==> config.mk <==
export PLATFORM = sky130hd
export DESIGN_NAME = frame_sequencer
export DESIGN_NICKNAME = d
export VERILOG_FILES = /design/src/rtl/frame_sequencer.sv
export SDC_FILE = /design/constraint.sdc
export NUM_CORES = 1
export LEC_CHECK = 0
export ABC_AREA = 0
export BUFFER_PORTS_ARGS = -buffer_cell sky130_fd_sc_hd__buf_2
export CORE_AREA = 2 2 86 88
export CTS_CLUSTER_SIZE = 24
export DETAILED_ROUTE_END_ITERATION = 10
export DIE_AREA = 0 0 88 90
export GPL_TIMING_DRIVEN = 0
export PLACE_DENSITY = 0.58
export SLEW_MARGIN = 10
export SYNTH_ARGS = -nofsm -noshare
export SYNTH_HDL_FRONTEND = slang
export SYNTH_SLANG_ARGS = --single-unit
==> constraint.sdc <==
create_clock -name clk_in -period 4.1 [get_ports clk_in]
set_input_delay 0.82 -clock clk_in [delete_from_list [all_inputs] [get_ports clk_in]]
set_output_delay 0.82 -clock clk_in [all_outputs]
set_load 0.02 [all_outputs]
==> src/rtl/frame_sequencer.sv <==
// frame_sequencer: per-frame scheduler for the game pipeline (clk_pixel domain).
// Each accepted frame runs the environment stream, then NUM_PHYS_STEPS physics
// substeps, then a one-cycle commit pulse that swaps the render-side buffers.
// A watchdog aborts any stage that waits longer than TIMEOUT_CYCLES.
// Optional frame-length statistics are enabled with the FRAME_SEQ_STATS_EN macro.
module frame_sequencer #(
    parameter int TIMEOUT_CYCLES = 1000000,
    parameter int NUM_PHYS_STEPS = 1
) (
    input  logic        clk_in,
    input  logic        rst_in,
    input  logic        new_frame_in,
    output logic        env_start_out,
    input  logic        env_done_in,
    input  logic        obs_done_in,
    output logic        phys_start_out,
    input  logic        phys_done_in,
    output logic        commit_out,
    output logic        busy_out,
    output logic        overrun_out,
    output logic        timeout_out,
    output logic        error_out,
    output logic [7:0]  skipped_frames_out,
    output logic [20:0] last_frame_cycles_out
);

    localparam int WD_W   = (TIMEOUT_CYCLES > 1) ? $clog2(TIMEOUT_CYCLES + 1) : 1;
    localparam int STEP_W = $clog2(NUM_PHYS_STEPS + 1);

    typedef enum logic [2:0] {
        IDLE,
        ENV_START,
        ENV_WAIT,
        PHYS_START,
        PHYS_WAIT,
        COMMIT
    } state_t;

    state_t            state, state_next;
    logic              env_seen, env_seen_next;
    logic              obs_seen, obs_seen_next;
    logic [STEP_W-1:0] step_cnt, step_cnt_next;
    logic [WD_W-1:0]   wd_cnt, wd_cnt_next;
    logic              overrun_next;
    logic              timeout_next;
    logic              wd_expired;

    // The last cycle of a wait state is the one where the watchdog reaches its limit.
    assign wd_expired = (wd_cnt == WD_W'(TIMEOUT_CYCLES - 1));

    // Next-state logic, done latches, substep counter and watchdog.
    always_comb begin
        state_next    = state;
        env_seen_next = env_seen;
        obs_seen_next = obs_seen;
        step_cnt_next = step_cnt;
        wd_cnt_next   = wd_cnt;
        overrun_next  = 1'b0;
        timeout_next  = 1'b0;
        case (state)
            IDLE: begin
                if (new_frame_in) state_next = ENV_START;
            end
            ENV_START: begin
                overrun_next  = new_frame_in;
                env_seen_next = 1'b0;
                obs_seen_next = 1'b0;
                wd_cnt_next   = '0;
                state_next    = ENV_WAIT;
            end
            ENV_WAIT: begin
                overrun_next = new_frame_in;
                if (wd_expired) begin
                    // Abort wins over any done pulse arriving in the same cycle.
                    timeout_next = 1'b1;
                    state_next   = IDLE;
                end else begin
                    wd_cnt_next   = wd_cnt + 1'b1;
                    env_seen_next = env_seen | env_done_in;
                    obs_seen_next = obs_seen | obs_done_in;
                    if ((env_seen | env_done_in) && (obs_seen | obs_done_in)) begin
                        step_cnt_next = '0;
                        state_next    = PHYS_START;
                    end
                end
            end
            PHYS_START: begin
                overrun_next = new_frame_in;
                wd_cnt_next  = '0;
                state_next   = PHYS_WAIT;
            end
            PHYS_WAIT: begin
                overrun_next = new_frame_in;
                if (wd_expired) begin
                    timeout_next = 1'b1;
                    state_next   = IDLE;
                end else begin
                    wd_cnt_next = wd_cnt + 1'b1;
                    if (phys_done_in) begin
                        step_cnt_next = step_cnt + 1'b1;
                        if ((step_cnt + 1'b1) == STEP_W'(NUM_PHYS_STEPS))
                            state_next = COMMIT;
                        else
                            state_next = PHYS_START;
                    end
                end
            end
            COMMIT: begin
                // A frame arriving exactly at commit is accepted, not an overrun.
                state_next = new_frame_in ? ENV_START : IDLE;
            end
            default: state_next = IDLE;
        endcase
    end

    // State, internal counters and registered outputs.
    always_ff @(posedge clk_in or posedge rst_in) begin
        if (rst_in) begin
            state              <= IDLE;
            env_seen           <= 1'b0;
            obs_seen           <= 1'b0;
            step_cnt           <= '0;
            wd_cnt             <= '0;
            env_start_out      <= 1'b0;
            phys_start_out     <= 1'b0;
            commit_out         <= 1'b0;
            busy_out           <= 1'b0;
            overrun_out        <= 1'b0;
            timeout_out        <= 1'b0;
            error_out          <= 1'b0;
            skipped_frames_out <= 8'd0;
        end else begin
            state          <= state_next;
            env_seen       <= env_seen_next;
            obs_seen       <= obs_seen_next;
            step_cnt       <= step_cnt_next;
            wd_cnt         <= wd_cnt_next;
            env_start_out  <= (state_next == ENV_START);
            // The physics start pulse trails the PHYS_START cycle by one clock.
            phys_start_out <= (state == PHYS_START);
            commit_out     <= (state_next == COMMIT);
            busy_out       <= (state_next != IDLE);
            overrun_out    <= overrun_next;
            timeout_out    <= timeout_next;
            if (timeout_next) error_out <= 1'b1;
            if (overrun_next && (skipped_frames_out != 8'hFF))
                skipped_frames_out <= skipped_frames_out + 8'd1;
        end
    end

`ifdef FRAME_SEQ_STATS_EN
    logic [20:0] frame_cnt;
    logic [20:0] frame_cnt_inc;
    logic [20:0] last_cycles;

    assign frame_cnt_inc = (frame_cnt == 21'h1FFFFF) ? frame_cnt : frame_cnt + 21'd1;

    // Frame length counter: the accepted new_frame cycle counts as cycle 0.
    always_ff @(posedge clk_in or posedge rst_in) begin
        if (rst_in) begin
            frame_cnt   <= 21'd0;
            last_cycles <= 21'd0;
        end else begin
            if (state_next == ENV_START)
                frame_cnt <= 21'd1;
            else if (state != IDLE)
                frame_cnt <= frame_cnt_inc;
            if (state_next == COMMIT)
                last_cycles <= frame_cnt_inc;
        end
    end

    assign last_frame_cycles_out = last_cycles;
`else
    assign last_frame_cycles_out = 21'd0;
`endif

endmodule

Yosys cells after proc, flatten, opt, wreduce, memory -nomap -nowiden. Index checks and enable logic that the tools add are counted.

Shifts and indexed selects: 0. Divide/modulo/power cells: 0. Add/subtract/negate cells: 3. $mul: 0. Reductions and logical operators: 13. Bitwise gates (word level): 2. Order comparisons: 0. Eq/ne operators: 14. Multiplexer cells: 22.

Operator list (number): case mux 20 bit (2 select lines) (1); adder 20 x 1 -> 20 bit (second input constant) (1); == test 20 bit (second input constant) (1); two-way mux 20 bit (1); two-way mux 3 bit (6); case mux 3 bit (6 select lines) (1); two-way mux 1 bit (10); inequality test 2 bit (second input constant) (5); == test 3 bit (second input constant) (3); adder 8 x 1 -> 8 bit (second input constant) (1); inequality test 8 bit (second input constant) (1); == test 3 x 1 -> 1 bit (second input constant) (2); == test 3 x 2 -> 1 bit (second input constant) (2); case mux 1 bit (2 select lines) (3); nonzero test 2 bit (3); AND reduction 5 bit (1); AND reduction 2 bit (2); OR reduction 2 bit (2); OR reduction 4 bit (1); zero test 3 bit (1); nonzero test 3 bit (1); logical AND 1 bit (2); OR 1 bit (2); adder 1 bit (second input constant) (1).

Output and inout bits: 36. Bits in latches: 0. Bits in read-only memories: 0. Memories kept: 0. Register bits: 41. Logic and storage cells: 67. Memory bits (writable): 0. Input port bits: 6.

Longest topological paths before layout. Gate-level depths: netlist of the first run.

Depth in word-level cells: 6. Depth in mapped cells: 7. Gate-level depth less buffers: 6.

Worst setup path after synthesis of the first run. OpenSTA, ideal clock, no wires.

Kind: reg-to-reg. Start point: register state[1]. End point: register wd_cnt[9]. Setup slack: 2.421 ns. Cell stages (with the launch flop): 7. Arrival time: 1.602 ns. Library setup time: 0.077 ns. Period minus slack after synthesis: 1.679 ns. Data required time: 4.023 ns. Path through: dfrtp_1 -> o21a_1 -> buf_6 -> nor4_4 -> o31ai_1 -> or3_1 -> a21oi_1.

Word-level cells in the longest chain between the ends: 4. Elaborated cells on any way between the ends: 10. Those cells by class: eq/ne: 5; mux: 1; reduce/logical: 4.

Ends and longest elaborated chain: start: declaration (RTL line 39) `state_t state, state_next;`; start signal: assignment (RTL line 133) `state <= state_next;`; == test 3 bit, or another cell as far along (RTL line 60) `case (state)`; OR reduction 2 bit (no source line); inequality test 2 bit (no source line) / nonzero test 2 bit (equally long branches); AND reduction 2 bit (no source line); end signal: assignment (RTL line 137) `wd_cnt <= wd_cnt_next;`; end: declaration (RTL line 43) `logic [WD_W-1:0] wd_cnt, wd_cnt_next;`.

Parallel ways exist; a longest one is shown, timed or not. A chain may end at the register's enable or synchronous reset.

Final worst setup path of the first run.
Start point: register wd_cnt[1]. End point: register wd_cnt[1].

Word-level cells in the longest chain between the ends: 3. Elaborated cells on any way between the ends: 6. Those cells by class: add/sub: 1; eq/ne: 2; mux: 2; reduce/logical: 1.

Ends and longest elaborated chain (RTL line): adder 20 x 1 -> 20 bit / == test 20 bit (equally long branches) (78, 98, 49); two-way mux 20 bit / inequality test 2 bit (equally long branches); case mux 20 bit (2 select lines) / AND reduction 2 bit (equally long branches).

Parallel ways exist; a longest one is shown, timed or not. The select of a mux whose other input is x is not followed.

==> impl_metrics.tcl, run 1 <==
set metrics [dict create \
    startpoint_type "flip-flop" \
    seqPwrFrac 0.378 \
    status "completed" \
    synth_edf_count 0 \
    registers.top_by_ff_count "wd_cnt" \
    n_antenna_cell 0 \
    grt_max_degree 29 \
    first_global_vias 1808 \
    crit_type "flip-flop to flip-flop" \
    synth-simple-area-share 0.274 \
    drv_slew 0 \
    switching_share 0.409 \
    ir_worst_vdd_mv 0.292 \
    worstSkewPairLatency_ns 0.30 \
    crit_fanout 10 \
    top_regs "wd_cnt (20), skipped_frames_out (8), state (3)" \
    yosys_warnings 0 \
    clock_sinks 41 \
    leakage_nw 1.30 \
    reg2reg_from "wd_cnt[1]$_DFFE_PP0P_" \
    grtUsageTotal 0.135 \
    synth.distinct_cells 47 \
    grt_pass1_wl_um 8480 \
    timing.clock.skew_ns 0.0179 \
    htree_levels 2 \
    crit_path_top_delay_cell "dfrtp_1" \
    fill_cells 730 \
    die_y_um 90 \
    synth_top_family_by_area "simple AND/OR/NAND/NOR gates" \
    max_slew_margin 0.568 \
    cts_setup_buffers 0 \
    ff2ff_path_depth 6 \
    muxShareOfSynthArea 0.00909 \
    start_util 0.333 \
    synth.avg_cell_area_um2 9.21 \
    overflow 0 \
    clkSlewWorstSetupHoldPaths_ns 0.09 \
    ys.flop_type "dfrtp_1" \
    fin_nets 310 \
    ys_seq_area_frac 0.439 \
    drc_errors 0 \
    cts_root_buf "clkbuf_8" \
    synthCells 254 \
    finalCritPeriodShare 0.553 \
    slowest_delay_ns 0.47 \
    pwr-share-clk 0.219 \
    finalSetupViolCount 0 \
    cp_num_cells 6 \
    postCtsResizedCells 0 \
    async_flop_share 1.00 \
    path_cells "ha_1, nand4_1, nor3b_1, nand2_1, a31oi_1, o21ai_0" \
    cap_violations 0 \
    numCtsBuffers 5 \
    synth_fa_ha_area_frac 0.0107 \
    first_pass_iters 4 \
    die_w_um 88 \
    routed_wl_um 5100 \
    vias 1901 \
    postCtsHoldBufs 0 \
    area_growth_pct 18.4 \
    critical_path_required_ns 4.27 \
    p_int_mw 0.899 \
    drive_above_1_share 0.195 \
    ant_nets 0 \
    cp-end-kind "flip-flop" \
    core_region_area_mm2 0.00702 \
    wire_per_inst_um 12.7 \
    ios 42 \
    hp-class "input port to asynchronous set/reset pin" \
    period_minus_slack_ns 2.27 \
    ys_ff_latch 41 \
    worstMarginPinSlew_ns 0.642 \
    num_rows 31 \
    port-buffer-count 20 \
    timing.setup.tns_ns 0 \
    grt_antenna_before_repair 0 \
    crit_path_start "wd_cnt[1]$_DFFE_PP0P_" \
    cts_tree "done" \
    cp_data_arrival_time_ns 2.44 \
    synth-compound-area-share 0.105 \
    rsz0062_at_grt "no" \
    dieArea_mm2 0.00792 \
    dp_hpwl_um 3670 \
    hold_viol_final 0 \
    synth_top_area_cell "dfrtp_1" \
    synth-xor-area-share 0.0674 \
    worst-path-buf-inv 0 \
    clockBufferDepth 2 \
    finish.utilization 0.395 \
    avgViaCountPerCell 4.73 \
    syn_area_mm2 0.00234 \
    p_comb_frac 0.403 \
    drt-initial-drc-count 107 \
    gp_congestion 0.811 \
    largest_register_ffs 20 \
    critPathTopFamily "simple AND/OR/NAND/NOR gates" \
    yosysTopAreaCellShare 0.439 \
    power.density_mw_per_mm2 549 \
    p_switching_mw 0.622 \
    max_freq_mhz 441 \
    synth_area_leaders "dfrtp_1 44%, buf_4 6.7%, xor2_1 4.5%, nor2_1 4.0%, nand3_1 3.4%" \
]
## logic make-up (layout without fill, tap and decap cells)
logic type	after synthesis	in the layout
and+or+nand+nor	116	116
DFF	41	41
AOI/OAI and AO/OA	39	39
buffers and inverters	35	64
xor gates and xnor gates	18	18
adders and majority gates	2	2
muxes	2	2
other	1	21
## cell usage in the layout, fill, tap and decap left out, types with 5 or more instances in the layout
cell type	count
dfrtp_1	41
nor2_1	25
buf_2	22
buf_4	21
conb_1	21
nand2_1	17
nand3_1	16
o21ai_0	13
xor2_1	12
nand4_1	10
clkbuf_1	7
nor2b_1	7
nor3_1	6
xnor2_1	6
a21oi_1	6
and3_1	5
nand2b_1	5
clkbuf_8	5
## synth_stat cells, drive strengths merged, types with 2 or more instances
cell and n:
nand3 16, a21oi 6, a31oi 4, and2 4
ha 2, nand2 17, or2 2, nor4 3
nor3b 3, o311ai 2, buf 24, nor3 7
and4 4, a21o 2, inv 5, clkbuf 6
dfrtp 41, nor2 25, nand4 10, xor2 12
nand3b 2, and3 5, nor2b 7, nand2b 5
xnor2 6, a211oi 3, o22ai 2, o31ai 2
o21ai 13
## power by group through the flow
stage / Sequential, mW / Clock [mW] / Combinational (mW)
CTS: 0.574 / 0.340 / 0.613
global placement: 0.579 / 0 / 0.604
global route: 0.588 / 0.359 / 0.674
floorplan: 0.626 / 0 / 0.396
detailed placement: 0.581 / 0 / 0.611
finish: 0.575 / 0.334 / 0.613
## per-stage QoR
stage / power [mW] / instances / instance area, µm² / worst slack, ns / hold WS (ns)
2_1_floorplan: 1.02 / 274 / 2410 / 2.33 / 0.472
3_3_place_gp: 1.18 / 393 / 2640 / 1.71 / 0.451
4_1_cts: 1.53 / 402 / 2770 / 1.90 / 0.478
6_report: 1.52 / 402 / 2770 / 1.83 / 0.472
5_1_grt: 1.62 / 402 / 2770 / 1.69 / 0.488
3_5_place_dp: 1.19 / 394 / 2660 / 1.93 / 0.472
## layer usage
| metal | wire length (µm) | part of all wire | GRT usage |
|---|---|---|---|
| met1 | 2420 | 0.47 | 0.184 |
| met2 | 2360 | 0.46 | 0.206 |
| met3 | 277 | 0.054 | 0.0367 |
| met4 | 46 | 0.0090 | 0.0423 |
| met5 | 0 | 0 | 0 |
## path summary, 6_finish.rpt
kind                                           to  slack (ns)
max                         wd_cnt[1]$_DFFE_PP0P_        1.83
min                        wd_cnt[16]$_DFFE_PP0P_        0.47
min in group clk_in         error_out$_DFFE_PP0P_        0.48
max reg2reg                 wd_cnt[1]$_DFFE_PP0P_        1.83
min reg2reg                 error_out$_DFFE_PP0P_        0.48
max in group asynchronous   wd_cnt[3]$_DFFE_PP0P_        3.17
## final cells by class
type                    count  area (µm²)  area share
flip-flops and latches     41        1030       0.370
clock inverters             2        38.8      0.0140
well taps                  99         124      0.0447
clock buffers               6        72.6      0.0262
multi-input cells         198        1170       0.422
plain buffers              30         201      0.0727
inverters                   5        18.8     0.00678
repair buffers             21         120      0.0434
Note: power is estimated with default switching activity, not from simulation.
==> run 2: changes to the inputs <==
Clock period 4.1 ns to 2.14 ns, I/O delays scaled along.
==> impl_metrics.tcl, run 2 (synthesized netlist as in run 1, its figures left out) <==
set metrics [dict create \
    cp_data_arrival_time_ns 2.22 \
    cts_setup_buffers 0 \
    clkSlewWorstSetupHoldPaths_ns 0.09 \
    dieArea_mm2 0.00792 \
    wire_per_inst_um 12.6 \
    registers.top_by_ff_count "wd_cnt" \
    worstMarginPinSlew_ns 0.644 \
    gp_congestion 0.811 \
    overflow 0 \
    first_global_vias 1842 \
    drc_errors 0 \
    postCtsHoldBufs 0 \
    dp_hpwl_um 3670 \
    port-buffer-count 20 \
    power.density_mw_per_mm2 1050 \
    fill_cells 726 \
    final_cell_mix "41 x dfrtp_1, 24 x nor2_1, 22 x buf_2" \
    rsz0062_at_grt "yes" \
    drv_slew 0 \
    htree_levels 2 \
    start_util 0.333 \
    slowest_delay_ns 0.47 \
    first_pass_iters 4 \
    n_antenna_cell 0 \
    leakage_nw 1.30 \
    timing.clock.skew_ns 0.0166 \
    cap_violations 0 \
    crit_type "flip-flop to flip-flop" \
    status "completed" \
    ant_nets 0 \
    clock_sinks 41 \
    grt_antenna_before_repair 0 \
    cp-end-kind "flip-flop" \
    hold_viol_final 0 \
    vias 1912 \
    largest_register_ffs 20 \
    reg2reg_from "wd_cnt[1]$_DFFE_PP0P_" \
    area_growth_pct 19.6 \
    clockBufferDepth 2 \
    path_cells "ha_1, and4_1, nand3b_1, nor2_2, nor3b_1, o311ai_0" \
    startpoint_type "flip-flop" \
    drt-initial-drc-count 113 \
    ff2ff_path_depth 6 \
    avgViaCountPerCell 4.76 \
    max_freq_mhz 491 \
    die_w_um 88 \
    grtUsageTotal 0.135 \
    core_region_area_mm2 0.00702 \
    period_minus_slack_ns 2.04 \
    numCtsBuffers 5 \
    hp-class "input port to asynchronous set/reset pin" \
    routed_wl_um 5080 \
    ios 42 \
    grt_pass1_wl_um 8560 \
    top_regs "wd_cnt (20), skipped_frames_out (8), state (3)" \
    grt_max_degree 29 \
    ir_worst_vdd_mv 0.564 \
    crit_fanout 7 \
    final_common_cell "dfrtp_1" \
    die_y_um 90 \
    cts_root_buf "clkbuf_8" \
    cts_tree "done" \
    finalSetupViolCount 0 \
    num_rows 31 \
    whs_ns 0.0758 \
    crit_path_start "wd_cnt[1]$_DFFE_PP0P_" \
    worstSkewPairLatency_ns 0.31 \
    r2r_slack_ns 0.10 \
    max_slew_margin 0.567 \
    finalCritPeriodShare 0.952 \
    drive_above_1_share 0.215 \
    crit_path_top_delay_cell "dfrtp_1" \
    finalPower_mw 2.93 \
    critical_path_required_ns 2.32 \
    fin_nets 310 \
]
## run 2: path summary, 6_finish.rpt
check                                               to
worst max-delay path             wd_cnt[3]$_DFFE_PP0P_
worst min-delay path            wd_cnt[16]$_DFFE_PP0P_
worst max register to register   wd_cnt[3]$_DFFE_PP0P_
worst min register to register   error_out$_DFFE_PP0P_
max in group asynchronous        wd_cnt[3]$_DFFE_PP0P_
min in group clk_in               obs_seen$_DFFE_PP0P_
## run 2: routing by layer
layer  vias up  share of wire  track usage  wire (µm)
met2        55           0.47        0.210       2380
met1       905           0.46        0.184       2340
met4         0          0.011       0.0410         57
li1        947              -            -          -
met5         -              0            0          0
met3         5          0.059       0.0367        300
## run 2: worst max-delay path, delay by kind of cell (launching register included)
kind,cells,cell delay [ns]
compound gates,1,0.28
fa+ha+maj,1,0.28
flops,1,0.47
simple gates,4,0.88
## run 2: what timing repair did
| action | CTS | global route |
|---|---|---|
| resized for setup | 3 | 5 |
| endpoints found under the hold margin | 0 | 0 |
| setup endpoints to repair | 7 | 7 |
## run 2: layout make-up
| cell class | count | area (µm²) | area share |
|---|---|---|---|
| Clock buffer | 6 | 72.6 | 0.0259 |
| Buffer | 30 | 203 | 0.0725 |
| Clock inverter | 2 | 38.8 | 0.0139 |
| Tap cell | 99 | 124 | 0.0443 |
| Timing Repair Buffer | 21 | 120 | 0.0429 |
| Inverter | 5 | 18.8 | 0.00671 |
| Multi-Input combinational cell | 198 | 1190 | 0.427 |
| Sequential cell | 41 | 1030 | 0.367 |
## run 2: per-stage QoR
stage | cells | cell area, µm² | utilization | TNS (ns) | setup slack (ns)
floorplan | 274 | 2410 | - | 0 | 0.461
global placement | 393 | 2640 | 0.376 | -0.0509 | -0.0349
detailed placement | 394 | 2660 | 0.379 | -0.0293 | -0.0293
CTS | 402 | 2780 | 0.396 | 0 | 0.00622
global route | 402 | 2800 | 0.399 | -0.00316 | -0.00316
finish | 402 | 2800 | 0.399 | 0 | 0.102
## run 2: report_power, final
part / leakage, nW / internal, mW / switching, mW
clock network: 0.0554 / 0.351 / 0.291
registers: 0.547 / 0.944 / 0.157
logic: 0.698 / 0.431 / 0.760
total: 1.30 / 1.73 / 1.21
